==> src/rtl/vip_stream_packetizer.sv <==
// ==========================================================================
// vip_stream_packetizer: raw pixel stream -> Avalon-ST Video (control + video packets).
// Optional control packet build macro: PKTZ_CTRL_PACKET_EN.  Rev 1.0
// ==========================================================================
`default_nettype none

module vip_stream_packetizer #(
  parameter int unsigned FRAME_W = 640,
  parameter int unsigned FRAME_H = 480,
  parameter int unsigned FIFO_AW = 4
) (
  input  logic        clk_clk,
  input  logic        reset_reset_n,
  input  logic [11:0] pix_data,
  input  logic        pix_valid,
  input  logic        pix_sof,
  output logic [11:0] dout_data,
  output logic        dout_valid,
  output logic        dout_startofpacket,
  output logic        dout_endofpacket,
  input  logic        dout_ready,
  output logic        overflow,
  output logic [15:0] frame_count
);

  localparam int unsigned    DEPTH    = 1 << FIFO_AW;
  localparam logic [31:0]    LAST_IDX = 32'(FRAME_W) * 32'(FRAME_H) - 32'd1;
  localparam logic [FIFO_AW:0] PTR_ONE = {{FIFO_AW{1'b0}}, 1'b1};

`ifdef PKTZ_CTRL_PACKET_EN
  localparam logic [15:0] W16 = 16'(FRAME_W);
  localparam logic [15:0] H16 = 16'(FRAME_H);

  typedef enum logic [2:0] {
    IDLE     = 3'd0,
    CTRL_HDR = 3'd1,
    CTRL_B1  = 3'd2,
    CTRL_B2  = 3'd3,
    CTRL_B3  = 3'd4,
    VID_HDR  = 3'd5,
    VID_DATA = 3'd6
  } state_t;
  localparam state_t FRAME_START = CTRL_HDR;
`else
  typedef enum logic [1:0] {
    IDLE     = 2'd0,
    VID_HDR  = 2'd1,
    VID_DATA = 2'd2
  } state_t;
  localparam state_t FRAME_START = VID_HDR;
`endif

  // FIFO of {sof, data}; pointers carry one extra wrap bit
  logic [12:0]      mem [DEPTH];
  logic [FIFO_AW:0] wr_ptr;
  logic [FIFO_AW:0] rd_ptr;
  logic             full;
  logic             empty;
  logic             wr_en;
  logic             rd_en;
  logic             head_sof;
  logic [11:0]      head_data;

  assign full  = (wr_ptr[FIFO_AW] != rd_ptr[FIFO_AW]) &&
                 (wr_ptr[FIFO_AW-1:0] == rd_ptr[FIFO_AW-1:0]);
  assign empty = (wr_ptr == rd_ptr);
  assign wr_en = pix_valid && !full;
  assign {head_sof, head_data} = mem[rd_ptr[FIFO_AW-1:0]];

  always_ff @(posedge clk_clk) begin
    if (wr_en) begin
      mem[wr_ptr[FIFO_AW-1:0]] <= {pix_sof, pix_data};
    end
  end

  always_ff @(posedge clk_clk or negedge reset_reset_n) begin
    if (!reset_reset_n) begin
      wr_ptr   <= '0;
      rd_ptr   <= '0;
      overflow <= 1'b0;
    end else begin
      if (wr_en) begin
        wr_ptr <= wr_ptr + PTR_ONE;
      end
      if (rd_en) begin
        rd_ptr <= rd_ptr + PTR_ONE;
      end
      if (pix_valid && full) begin
        overflow <= 1'b1;
      end
    end
  end

  // Output beat register can take a new beat when empty or being consumed
  state_t      state_q;
  state_t      state_d;
  logic        can_load;
  logic        load;
  logic [11:0] beat_data;
  logic        beat_sop;
  logic        beat_eop;
  logic        beat_done;
  logic        done_q;
  logic        cnt_clr;
  logic        cnt_inc;
  logic [31:0] pix_cnt;

  assign can_load = !dout_valid || dout_ready;

  always_comb begin
    state_d   = state_q;
    rd_en     = 1'b0;
    load      = 1'b0;
    beat_data = 12'h000;
    beat_sop  = 1'b0;
    beat_eop  = 1'b0;
    beat_done = 1'b0;
    cnt_clr   = 1'b0;
    cnt_inc   = 1'b0;
    unique case (state_q)
      IDLE: begin
        if (!empty) begin
          if (head_sof) begin
            state_d = FRAME_START;
          end else begin
            rd_en = 1'b1;
          end
        end
      end
`ifdef PKTZ_CTRL_PACKET_EN
      CTRL_HDR: begin
        if (can_load) begin
          load      = 1'b1;
          beat_data = 12'h00F;
          beat_sop  = 1'b1;
          state_d   = CTRL_B1;
        end
      end
      CTRL_B1: begin
        if (can_load) begin
          load      = 1'b1;
          beat_data = {W16[7:4], W16[11:8], W16[15:12]};
          state_d   = CTRL_B2;
        end
      end
      CTRL_B2: begin
        if (can_load) begin
          load      = 1'b1;
          beat_data = {H16[11:8], H16[15:12], W16[3:0]};
          state_d   = CTRL_B3;
        end
      end
      CTRL_B3: begin
        if (can_load) begin
          load      = 1'b1;
          beat_data = {4'h3, H16[3:0], H16[7:4]};
          beat_eop  = 1'b1;
          state_d   = VID_HDR;
        end
      end
`endif
      VID_HDR: begin
        if (can_load) begin
          load     = 1'b1;
          beat_sop = 1'b1;
          cnt_clr  = 1'b1;
          state_d  = VID_DATA;
        end
      end
      VID_DATA: begin
        if (can_load && !empty) begin
          load = 1'b1;
          if (head_sof && (pix_cnt != 32'd0)) begin
            // short frame: close with a filler beat, leave the sof pixel queued
            beat_eop = 1'b1;
            state_d  = FRAME_START;
          end else begin
            rd_en     = 1'b1;
            cnt_inc   = 1'b1;
            beat_data = head_data;
            if (pix_cnt == LAST_IDX) begin
              beat_eop  = 1'b1;
              beat_done = 1'b1;
              state_d   = IDLE;
            end
          end
        end
      end
      default: state_d = IDLE;
    endcase
  end

  always_ff @(posedge clk_clk or negedge reset_reset_n) begin
    if (!reset_reset_n) begin
      state_q <= IDLE;
    end else begin
      state_q <= state_d;
    end
  end

  always_ff @(posedge clk_clk or negedge reset_reset_n) begin
    if (!reset_reset_n) begin
      pix_cnt <= 32'd0;
    end else if (cnt_clr) begin
      pix_cnt <= 32'd0;
    end else if (cnt_inc) begin
      pix_cnt <= pix_cnt + 32'd1;
    end
  end

  // done_q travels with the beat so frame_count moves only on its transfer
  always_ff @(posedge clk_clk or negedge reset_reset_n) begin
    if (!reset_reset_n) begin
      dout_valid         <= 1'b0;
      dout_data          <= 12'h000;
      dout_startofpacket <= 1'b0;
      dout_endofpacket   <= 1'b0;
      done_q             <= 1'b0;
      frame_count        <= 16'd0;
    end else begin
      if (load) begin
        dout_valid         <= 1'b1;
        dout_data          <= beat_data;
        dout_startofpacket <= beat_sop;
        dout_endofpacket   <= beat_eop;
        done_q             <= beat_done;
      end else if (can_load) begin
        dout_valid         <= 1'b0;
        dout_startofpacket <= 1'b0;
        dout_endofpacket   <= 1'b0;
        done_q             <= 1'b0;
      end
      if (dout_valid && dout_ready && done_q) begin
        frame_count <= frame_count + 16'd1;
      end
    end
  end

endmodule

`default_nettype wire

==> config.mk <==
export PLATFORM = sky130hd
export DESIGN_NAME = vip_stream_packetizer
export DESIGN_NICKNAME = d
export VERILOG_FILES = /design/src/rtl/vip_stream_packetizer.sv
export SDC_FILE = /design/constraint.sdc
export NUM_CORES = 1
export LEC_CHECK = 0
export BUFFER_PORTS_ARGS = -buffer_cell sky130_fd_sc_hd__buf_4
export CORE_MARGIN = 2
export CORE_UTILIZATION = 55
export CTS_CLUSTER_SIZE = 30
export DETAILED_ROUTE_END_ITERATION = 10
export GPL_TIMING_DRIVEN = 0
export HOLD_SLACK_MARGIN = 0.05
export PLACE_DENSITY = 0.72
export SYNTH_ARGS = -nofsm -noshare
export SYNTH_HDL_FRONTEND = slang
export SYNTH_SLANG_ARGS = --single-unit
export TNS_END_PERCENT = 5
==> constraint.sdc <==
create_clock -name clk_clk -period 4.4 [get_ports clk_clk]
set_clock_uncertainty 0.1 [all_clocks]
set_input_delay 1.32 -clock clk_clk [delete_from_list [all_inputs] [get_ports clk_clk]]
set_output_delay 1.32 -clock clk_clk [all_outputs]
set_load 0.01 [all_outputs]
; Word-level counts from Yosys, hierarchy flattened
; Memory sizes are Yosys's and may differ from the RTL's.
; Cells that the tools add are included.
[word_totals]
register_bits = 77
ramBits = 208
input_bits = 17
out_inout_bits = 32
elab_cells = 79
n_memories = 1
[classes]
add_sub_neg = 4
n_eq_ne = 11
n_mux = 36
reduce_logical = 16
[mem_list]
columns = name, depth, word_bits, rd, rd_clocked_by_memory_dff, wr, line_no
row1 = mem, 16, 13, 1, 0, 1, 54  ; logic [12:0] mem [DEPTH];
[ops]
columns = cell, count
row1 = 32-bit two-way mux, 2
row2 = 12-bit two-way mux, 3
row3 = 32-bit by 1-bit adder with 32-bit output (second input constant), 1
row4 = 32-bit by 19-bit == test with 1-bit output (second input constant), 1
row5 = 32-bit nonzero test, 1
row6 = 1-bit two-way mux, 22
row7 = 16-bit by 1-bit adder with 16-bit output (second input constant), 1
row8 = 2-bit two-way mux, 6
row9 = 5-bit by 1-bit adder with 5-bit output (second input constant), 2
row10 = 2-bit != test (second input constant), 4
row11 = 1-bit logical AND, 7
row12 = 2-bit one-hot mux with 3 select lines, 1
row13 = 5-bit == test, 1
row14 = 5-bit AND reduction, 1
row15 = 4-bit == test, 1
row16 = 1-bit one-hot mux with 2 select lines, 2
row17 = 2-bit nonzero test, 2
row18 = 1-bit logical NOT, 3
row19 = 3-bit != test (second input constant), 1
row20 = 2-bit by 1-bit == test with 1-bit output (second input constant), 1
row21 = 2-bit == test (second input constant), 1
row22 = 2-bit logical NOT, 1
row23 = 1-bit logical OR, 1
row24 = 1-bit != test, 1

; Depth between registers and ports, before layout
[logic_depth]
word_depth = 7
ltp_mapped = 11
mapped_depth_nobuf = 8

; Worst setup path after synthesis
; No wires, ideal clock.
[synth_timing]
path_type = input to register
startpoint = input pix_valid
endpoint = memory mem[3][0] (enable)
setup_ps = 400
arrival_time_ps = 2877
t_required_ps = 3900
slack_ps = 1023
path_stages = 3
n_path_buf = 0
path_cell_list = a21boi_1 -> nand2_1 -> nor3_1
[synth_via]
elab_chain_cells = 3
[synth_rtl]
columns = item, line_no
row1 = start: declaration, 15  ; input logic pix_valid,
row2 = 1-bit logical AND, 67  ; assign wr_en = pix_valid && !full;
row3 = 1-bit two-way mux, 71  ; if (wr_en) begin
row4 = 1-bit two-way mux (implied by the code), 72  ; mem[wr_ptr[FIFO_AW-1:0]] <= {pix_sof, pix_data};
row5 = end: declaration, 54
; No other way between the ends.

; Final worst setup path
[layout_timing]
startpoint = register rd_ptr[3]
endpoint = memory mem[1][9] (enable)
[layout_via]
elab_chain_cells = 6
[layout_rtl]
columns = item, line_no
row1 = start: declaration, 56  ; logic [FIFO_AW:0] rd_ptr;
row2 = start signal: assignment, 86  ; rd_ptr <= rd_ptr + PTR_ONE;
row3 = 4-bit == test, 65  ; (wr_ptr[FIFO_AW-1:0] == rd_ptr[FIFO_AW-1:0]);
row4 = 1-bit logical AND, 64  ; assign full = (wr_ptr[FIFO_AW] != rd_ptr[FIFO_AW]) &&
row5 = 1-bit logical NOT, 67
row6 = 1-bit logical AND, 67
row7 = 1-bit two-way mux, 71
row8 = 1-bit two-way mux (implied by the code), 72
; No other way between the ends.

==> metrics.txt <==
DR WL/cell=between 20 and 25 um; footprint of the multi-input gates=3530 um^2; io pins=49; peak supply drop=around 0.00038 V; sequential cell area=about 8200 um^2; grt total ovfl=0; Cell Chain, Critical Path=buf_2, xnor2_1, and4_1, a21boi_1, nand2_1, nor3_2, buf_6; DP Area=approximately 13000 um^2; CP Buf/Inv Count=2; Max Freq=0.311 GHz; Post-Syn Instances=715; vias in the first global route=about 6.8k; ANT cells=0; Crit. End Element=flop; fraction of layout cells with a size suffix above 1=about a quarter; Detail Route Antenna Nets=0; critical path class=flop to flop; DR iter-0 viols=roughly 530; syn avg cell area=~17 um^2; fin crit period=around 3.2 ns; Resized cells post-CTS=0; Clock Path Buffers=3; final-stage net count=around 830; Syn. warnings=0; DRT Pass-1 Iters=5; clock slew at reported path FFs=around 0.07 ns; worst rel slew slack=between 30% and 40%; cell taking the most area after synthesis=edfxtp_1; Yosys reg bits=about 290; # setup viols final=0; max-cap violations=0; DR vias=6726; top_reg_cell synth=edfxtp_1; worst endpoint required time=around 4.6 ns; Crit path depth=7; CTS Hold Bufs=0; Initial Util=56.2%; outcome=completed; total power=around 0.0084 W; hold crit path type=flop to flop; area grow syn2layout=14.9%; commonest non-fill, non-tap cell in the layout=edfxtp_1; # Post-CTS Setup Buffers=0; routed vias/inst=between 6 and 7; Distinct cells, synth=between 50 and 60; core area=~21000 um^2; Rows=between 50 and 60; first-pass GRT wire length=between 30 and 40 mm; main area contributors after synthesis=edfxtp_1, dfrtp_1, mux4_2; WP data arrival=about 3.4 ns; clk sinks=about 290; drt drc=0; # fillers=roughly 1.5k; Post-DP HPWL=about 17 mm; syn_nets=745; synthesized area=11900 um^2; CP peak stage delay=slightly below 0.8 ns; htree depth=1; Total Wirelength=about 25 mm; cell count after placement=around 1.0k; Root Buffer=clkbuf_16; r2r worst-path depth=7; Final Max Slew Viols=0; Critical Path Fanout Max=9; EDFF count, synth=approximately 210; Die ar.=around 23000 um^2; CTS Buf Count=29; Synth async-reset ratio=a little over a quarter; number of port buffers=48; Hold Path Stages=1; Post-Layout Cell Count=between 1k and 1.5k; initial antenna violation count=0; CP max stage cell=nor3_2; number of hold violations in the final report=0; most frequent cells in the layout=edfxtp_1, dfrtp_1, mux4_2; CTS tree=built; die height=151 um; RSZ-0062 raised after global routing=no; Final Cell Area=around 14000 um^2; worst-margin pin slew=roughly 1.0 ns; largest net degree at the start of global routing=between 70 and 80; clk_lat worst skew=between 0.5 and 0.6 ns; pwr/cell area=about 620 nW/um^2; top-area cell type share of the netlist area=52.7%; Period Utilization, post-route=about three quarters; die width=~150 um; Lkg Pwr=4.92 nW; Setup Total Neg Slack=0 ns; All-Layer GR Usage=between 20% and 30%; Setup crit start kind=flop; global placer's final weighted congestion=0.796; post-synthesis sequential area ratio=approximately 70%; CP delay by family, top=simple AND/OR/NAND/NOR gates
[synth_stat cells, drive strengths merged (2+ instances only)]
cell type / count
a21oi: 17
dfrtp: 77
xnor2: 19
and3: 12
a32o: 2
mux2i: 5
inv: 12
xor2: 20
clkbuf: 14
o21a: 4
buf: 16
mux4: 63
and2: 3
nand3: 18
nand2b: 18
nand2: 47
ha: 13
nor2: 36
o21ai: 33
or3: 15
nor4: 6
nor3: 12
and4: 5
edfxtp: 208
o31ai: 3
a22oi: 2
nand4: 7
o2111ai: 6
mux2: 4
o211ai: 7
[final cells by class]
type | instances | share of cell area, %
Buffer | 30 | 1.08
Clock buffer | 33 | 5.44
Clock inverter | 19 | 1.14
Inverter | 12 | 0.331
Multi-Input combinational cell | 388 | 25.9
Sequential cell | 285 | 60.0
Tap cell | 275 | 2.53
Timing Repair Buffer | 58 | 3.53
[path summary, 6_finish.rpt]
path	start	end	slack, ns
max in group asynchronous	reset_reset_n	frame_count[11]	2.78
setup reg to reg	rd_ptr[3]	mem[1][9]	1.18
setup / recovery	rd_ptr[3]	mem[1][9]	1.18
min in group asynchronous	reset_reset_n	pix_cnt[10]	0.82
hold reg to reg	frame_count[15]	frame_count[15]	0.37
hold / removal	frame_count[15]	frame_count[15]	0.37
[report_power, final]
| group | internal [W] | total [W] | switching (W) |
|---|---|---|---|
| Sequential | 0.00322 | 0.00337 | 0.000143 |
| Clock | 0.00132 | 0.00232 | 0.000998 |
| Combinational | 0.00115 | 0.00269 | 0.00154 |
[logic make-up after synthesis]
group	count (synthesis)	synth area share [%]
AND/OR/NAND/NOR	183	7.75
flip-flops	285	69.0
XOR/XNOR	39	2.88
AO/OA/AOI/OAI	81	4.65
buffers and inverters	42	1.62
adder cells (fa/ha/maj)	13	1.37
multiplexers	72	12.8
[sequential cells by signal, summed over array words and instances, names as in the netlist]
signal              flops
frame_count            16
done_q                  1
overflow                1
dout_data              12
dout_valid              1
dout_endofpacket        1
mem                   208
rd_ptr                  5
state_q                 2
pix_cnt                32
wr_ptr                  5
dout_startofpacket      1
[through the flow]
stage | hold WS (ns) | worst slack [ns] | util (%)
finish | 0.367 | 1.18 | 64.6
global route | 0.388 | 0.999 | 64.6
CTS | 0.373 | 0.826 | 64.5
detailed placement | 0.360 | 0.433 | 60.3
global placement | 0.359 | -0.320 | 59.5
floorplan | 0.372 | 1.02 | -
[routing by layer]
layer	routed length, um	part of all wire (%)	track usage [%]
met5	0	0	0
met4	556	2.2	5.79
met3	1780	7.0	3.80
met2	13100	51	40.6
met1	10000	39	30.3
No activity file was read; power rests on OpenSTA's default activity.
